--- src/rtl/fifo_uart_tx_pkg.sv ---
// Shared definitions for the FIFO-fed UART transmitter: state encoding,
// bit-period computation and the width helper used to size counters.
package fifo_uart_tx_pkg;

    localparam logic [2:0] ST_IDLE   = 3'd0;
    localparam logic [2:0] ST_POP    = 3'd1;
    localparam logic [2:0] ST_LOAD   = 3'd2;
    localparam logic [2:0] ST_START  = 3'd3;
    localparam logic [2:0] ST_DATA   = 3'd4;
    localparam logic [2:0] ST_PARITY = 3'd5;
    localparam logic [2:0] ST_STOP   = 3'd6;

    function automatic int calc_cpb(input int clk_freq, input int baud_rate);
        return clk_freq / baud_rate;
    endfunction

    // Ceiling log2, never less than 1 so a counter always has at least one bit.
    function automatic int log2(input int value);
        int w;
        w = 1;
        while ((1 << w) < value) w++;
        return w;
    endfunction

endpackage

--- src/rtl/uart_baud_cnt.sv ---
// Bit-period counter: counts 0..cpb-1 while enabled and flags the last cycle
// of each line bit. Also intended for reuse by the receive side.
module uart_baud_cnt #(
    parameter int cpb   = 2,
    parameter int cnt_w = 1
) (
    input  logic clk,
    input  logic rst,
    input  logic clr,
    input  logic en,
    output logic bit_end
);

    localparam logic [cnt_w-1:0] cnt_last = cnt_w'(cpb - 1);

    logic [cnt_w-1:0] cnt_q, cnt_d;

    always_comb begin
        cnt_d = cnt_q;
        if (clr) begin
            cnt_d = '0;
        end else if (en) begin
            cnt_d = (cnt_q == cnt_last) ? '0 : cnt_q + 1'b1;
        end
    end

    // NOTE: sequential state uses non-blocking assignments so every flop
    // samples pre-edge values regardless of block evaluation order.
    always_ff @(posedge clk or negedge rst) begin
        if (!rst) cnt_q <= '0;
        else      cnt_q <= cnt_d;
    end

    // Independent of clr: the owner derives clr from bit_end.
    assign bit_end = en && (cnt_q == cnt_last);

endmodule

--- src/rtl/fifo_uart_tx.sv ---
// FIFO read-side consumer: pops one word per frame (honouring the one-cycle
// read latency) and serialises it as start, data LSB first, optional even parity, stop.
module fifo_uart_tx
    import fifo_uart_tx_pkg::*;
#(
    parameter int clk_freq   = 100_000_000,
    parameter int baud_rate  = 115200,
    parameter int data_width = 8,
    parameter int parity_en  = 0
) (
    input  logic                  clk,
    input  logic                  rst,
    input  logic                  tx_en,
    input  logic                  fifo_empty,
    input  logic [data_width-1:0] fifo_dout,
    output logic                  fifo_rd_en,
    output logic                  txd,
    output logic                  busy,
    output logic                  frame_done
);

    localparam int cpb   = calc_cpb(clk_freq, baud_rate);
    localparam int cnt_w = log2(cpb);
    localparam int idx_w = log2(data_width) + 1;
    localparam logic [idx_w-1:0] last_idx = idx_w'(data_width - 1);

    generate
        if (cpb < 2) begin : g_bad_cpb
            $error("fifo_uart_tx: clk_freq/baud_rate must be at least 2");
        end
    endgenerate

    logic [2:0]            state_q, state_d;
    logic [data_width-1:0] shift_q, shift_d;
    logic                  parity_q, parity_d;
    logic [idx_w-1:0]      bit_idx_q, bit_idx_d;
    logic                  bit_end;
    logic                  cnt_en;

    assign cnt_en = (state_q == ST_START) || (state_q == ST_DATA) ||
                    (state_q == ST_PARITY) || (state_q == ST_STOP);

    uart_baud_cnt #(.cpb(cpb), .cnt_w(cnt_w)) u_baud (
        .clk     (clk),
        .rst     (rst),
        .clr     (state_d != state_q),
        .en      (cnt_en),
        .bit_end (bit_end)
    );

    always_comb begin
        // NOTE: every combinational output gets a default first, so no path
        // through the case leaves a value unassigned and infers a latch.
        state_d   = state_q;
        shift_d   = shift_q;
        parity_d  = parity_q;
        bit_idx_d = bit_idx_q;
        case (state_q)
            ST_IDLE:   if (tx_en && !fifo_empty) state_d = ST_POP;
            ST_POP:    state_d = ST_LOAD;
            ST_LOAD: begin
                shift_d   = fifo_dout;
                parity_d  = ^fifo_dout;
                bit_idx_d = '0;
                state_d   = ST_START;
            end
            ST_START:  if (bit_end) state_d = ST_DATA;
            ST_DATA: begin
                if (bit_end) begin
                    shift_d   = shift_q >> 1;
                    bit_idx_d = bit_idx_q + 1'b1;
                    if (bit_idx_q == last_idx)
                        state_d = (parity_en != 0) ? ST_PARITY : ST_STOP;
                end
            end
            ST_PARITY: if (bit_end) state_d = ST_STOP;
            ST_STOP: begin
                if (bit_end) state_d = (tx_en && !fifo_empty) ? ST_POP : ST_IDLE;
            end
            default:   state_d = ST_IDLE;
        endcase
    end

    always_ff @(posedge clk or negedge rst) begin
        if (!rst) begin
            state_q   <= ST_IDLE;
            shift_q   <= '0;
            parity_q  <= 1'b0;
            bit_idx_q <= '0;
        end else begin
            state_q   <= state_d;
            shift_q   <= shift_d;
            parity_q  <= parity_d;
            bit_idx_q <= bit_idx_d;
        end
    end

    // Outputs decode registered state only; reset forces IDLE and so txd high at once.
    always_comb begin
        txd = 1'b1;
        case (state_q)
            ST_START:  txd = 1'b0;
            ST_DATA:   txd = shift_q[0];
            ST_PARITY: txd = parity_q;
            default:   txd = 1'b1;
        endcase
    end

    assign fifo_rd_en = (state_q == ST_POP);
    assign busy       = (state_q != ST_IDLE);
    assign frame_done = (state_q == ST_STOP) && bit_end;

endmodule

--- config.mk ---
export PLATFORM = sky130hd
export DESIGN_NAME = fifo_uart_tx
export DESIGN_NICKNAME = d
export VERILOG_FILES = /design/src/rtl/fifo_uart_tx_pkg.sv /design/src/rtl/uart_baud_cnt.sv /design/src/rtl/fifo_uart_tx.sv
export SDC_FILE = /design/constraint.sdc
export NUM_CORES = 1
export LEC_CHECK = 0
export BUFFER_PORTS_ARGS = -buffer_cell sky130_fd_sc_hd__buf_2
export CAP_MARGIN = 10
export CORE_ASPECT_RATIO = 1.25
export CORE_MARGIN = 3
export CORE_UTILIZATION = 50
export CTS_CLUSTER_DIAMETER = 80
export DETAILED_ROUTE_END_ITERATION = 6
export PLACE_DENSITY = 0.69
export SLEW_MARGIN = 20
export SYNTH_ARGS = -nofsm -noshare
export SYNTH_HDL_FRONTEND = slang
export SYNTH_SLANG_ARGS = --single-unit
--- constraint.sdc ---
create_clock -name clk -period 5.02 [get_ports clk]
set_clock_uncertainty 0.2 [all_clocks]
set_input_delay 1.004 -clock clk [delete_from_list [all_inputs] [get_ports clk]]
set_output_delay 1.004 -clock clk [all_outputs]
set_load 0.02 [all_outputs]
==> parameters.txt <==
Parameter                              Value

Detailed routing
  Vias per Instance ... between 5 and 6
  DRC marker count from the first detailed-route iteration ... 31
  Routed Antenna Nets ... 0
  Count of vias placed by the detailed router ... 1240
  Wire length per cell after detailed routing ... 15.1 µm
  Total length of routed wires ... 3.15 mm
  Number of DRC violations after detailed routing ... 0
  Drt pass-1 iters ... 4

Synthesis
  Synth Cell Area ... 1620 µm²
  Share of the yosys chip area belonging to registers ... roughly 40%
  Post-synth ARST share ... 100%
  Top flip-flop cell by instance count after synthesis ... dfrtp_1
  Total of flip-flops plus latches after synthesis ... 26
  Syn_area_per_cell ... 9.99 µm²
  Number of enable-type register cells in the synthesized netlist ... 0
  Gate count of the mapped netlist ... 162
  Total number of yosys warnings ... 0
  Count of unique library cells instantiated by Yosys ... 49
  Synthesized netlist net count ... ~180

Finish
  Most used cells in the layout excluding fill and tap cells ... dfrtp_1, o21ai_0, nand2_1
  Antenna diode count ... 0
  Most common cell after layout, fill and taps aside ... dfrtp_1
  Layout Nets ... 187
  Fraction of layout cells with a size suffix above 1 ... about 20%
  Area growth from synthesis to layout ... 6.65%
  Post-route standard cell area excluding fillers ... 1730 µm²

Power and ir drop
  Maximum VDD drop ... 0.000145 V
  Static leakage power ... about 0.7 nW
  Cell Pwr Density ... 205 nW/µm²

CTS
  Number of setup buffers added after CTS ... 0
  Num CTS Buffers ... 3
  Hold-fix buffer count after cts ... 0
  Clock tree from TritonCTS ... yes
  Worst skew pair latency ... 0.31 ns
  CTS H-tree depth ... 1
  Clock-pin slew on the worst setup and hold paths ... 0.14 ns
  Number of gates resized after cts ... 0
  Number of buffers on the longest clock path ... 2
  CTS root buffer ... clkbuf_4
  CTS Sinks ... 26

Critical path
  Required time at the endpoint of the critical path ... 3.82 ns
  Critical R2R Capture ... bit_idx_q[2]$_DFFE_PN0P_
  Startpoint type of the worst setup path ... flip-flop
  FF-to-FF setup slack ... 2.37 ns
  Source of the worst register-to-register timing path ... state_q[2]$_DFF_PN0_
  Critical Path AT ... 1.92 ns
  Crit Path Class ... reg2out
  Worst setup path endpoint ... frame_done
  Source of the critical timing path ... u_baud.cnt_q[0]$_DFFE_PN0P_
  Worst R2R Path Depth ... 4
  Kind of capture point of the worst setup path ... output port
  CP Max Fanout ... 11

Global route
  Number of global-route vias before repair ... about 1200
  Number of antenna violations at the first check in global routing ... 0
  Global-route usage over all layers ... 16.9%
  Grt ovf ... 0
  Global-route wire length before repair ... 5.41 mm
  Maximum number of pins on one net before global-route repair ... 27

STA
  Fraction of the cycle the final worst path needs ... between 60 and 70%
  Final number of max-transition violations ... 0
  Number of setup violations in the final report ... 0
  Hold WS ... 0.311 ns
  Fmax ... about 0.32 GHz
  Final hold violation count ... 0
  Setup repair after global routing missed its margin ... false
  Final worst path period need ... 3.13 ns
  Setup Total Neg Slack ... 0 ns
  Slew @ Worst Pin ... 1.03 ns
  Max-slew headroom at the worst pin ... 31.2%

Placed design
  Cell area reported after detailed placement ... 1680 µm²
  Gp weighted congestion ... 0.772
  Buffers added on ports ... 15
  Placed wire-length estimate after detailed placement ... 2.35 mm

Hold path
  Worst Hold Path Cells ... 2
  Hold crit path type ... reg2reg

Status
  Status ... finished clean

Die
  Total Die Area ... between 3000 and 4000 µm²
  # rows ... 22
  Die width ... 56.9 µm
  Height of the die ... roughly 70 µm
  Standard cell core area ... 3030 µm²
  Boundary Pins ... 16
  Initial standard-cell utilization of the core ... a little over half

Run
  Max-cap check violation count ... 0
[cells in the mapped netlist (2+ instances only)]
library cell	count	area [µm²]
nor2b_1	6	37.5
or3_1	3	18.8
a41oi_1	2	17.5
xnor2_1	10	87.6
o21ai_0	18	90.1
mux2i_1	8	80.1
and2_1	2	12.5
ha_1	2	25.0
a31o_2	3	26.3
a211oi_1	8	60.1
nand2_1	16	60.1
xor2_1	3	26.3
buf_2	2	10.0
a21oi_1	7	35.0
clkbuf_1	2	7.51
buf_6	2	22.5
dfrtp_1	26	651
nor2_1	5	18.8
nand3_1	6	30.0
nor3b_2	2	25.0
[cells by family after synthesis]
group                    synth area share [%]
AO/OA/AOI/OAI                            22.2
AND/OR/NAND/NOR                          19.7
flip-flops                               40.2
XOR/XNOR                                 7.03
buffers and inverters                    3.71
multiplexers                             5.64
adder cells (fa/ha/maj)                  1.55
[power by group]
part	switching, mW	total, mW	internal, mW
logic	0.0152	0.0295	0.0142
registers	0.00344	0.219	0.216
clock network	0.0609	0.105	0.0443
[layout make-up]
| type | instances | area, µm² |
|---|---|---|
| fillers | 290 | 1300 |
| multi-input cells | 126 | 916 |
| flip-flops and latches | 26 | 651 |
| repair buffers | 15 | 75.1 |
| well taps | 36 | 45.0 |
| clock buffers | 4 | 36.3 |
| inverters | 1 | 3.75 |
[worst max-delay path, stage by stage (launching register included)]
cell and delay (ns):
dfrtp_1 0.41, ha_1 0.22, nor3b_4 0.35, and3_4 0.31, and3_1 0.16, buf_2 0.15
[per-stage QoR]
stage | std cells | total power, mW | worst slack, ns | utilization [%]
after floorplan | 162 | 0.240 | 2.39 | -
after global placement | 204 | 0.253 | 2.28 | 55.6
after detailed placement | 204 | 0.254 | 2.17 | 55.6
after CTS | 208 | 0.360 | 1.89 | 56.8
after global routing | 208 | 0.371 | 1.75 | 57.0
final | 208 | 0.354 | 1.89 | 57.0
[layer usage]
layer  vias up  global-route usage, %  wire [µm]
met5         -                      0          0
met2        14                   28.8       1670
li1        620                      -          -
met1       604                   21.4       1370
met4         0                   6.96         37
met3         2                   1.68         69
[how the worst min path moves through the flow]
stage                           startpoint                endpoint  slack, ns
finish              shift_q[2]$_DFFE_PN0P_  shift_q[2]$_DFFE_PN0P_       0.31
global route        shift_q[1]$_DFFE_PN0P_  shift_q[1]$_DFFE_PN0P_       0.33
CTS                 shift_q[2]$_DFFE_PN0P_  shift_q[2]$_DFFE_PN0P_       0.32
detailed placement  shift_q[2]$_DFFE_PN0P_  shift_q[2]$_DFFE_PN0P_       0.28
global placement    shift_q[5]$_DFFE_PN0P_  shift_q[5]$_DFFE_PN0P_       0.27
floorplan           shift_q[0]$_DFFE_PN0P_  shift_q[0]$_DFFE_PN0P_       0.25
[flip-flops by register name, indices dropped and copies added, names as in the netlist]
signal and cells:
parity_q 1, shift_q 8, u_baud.cnt_q 10, state_q 3, bit_idx_q 4
Note: power is estimated with default switching activity, not from simulation.
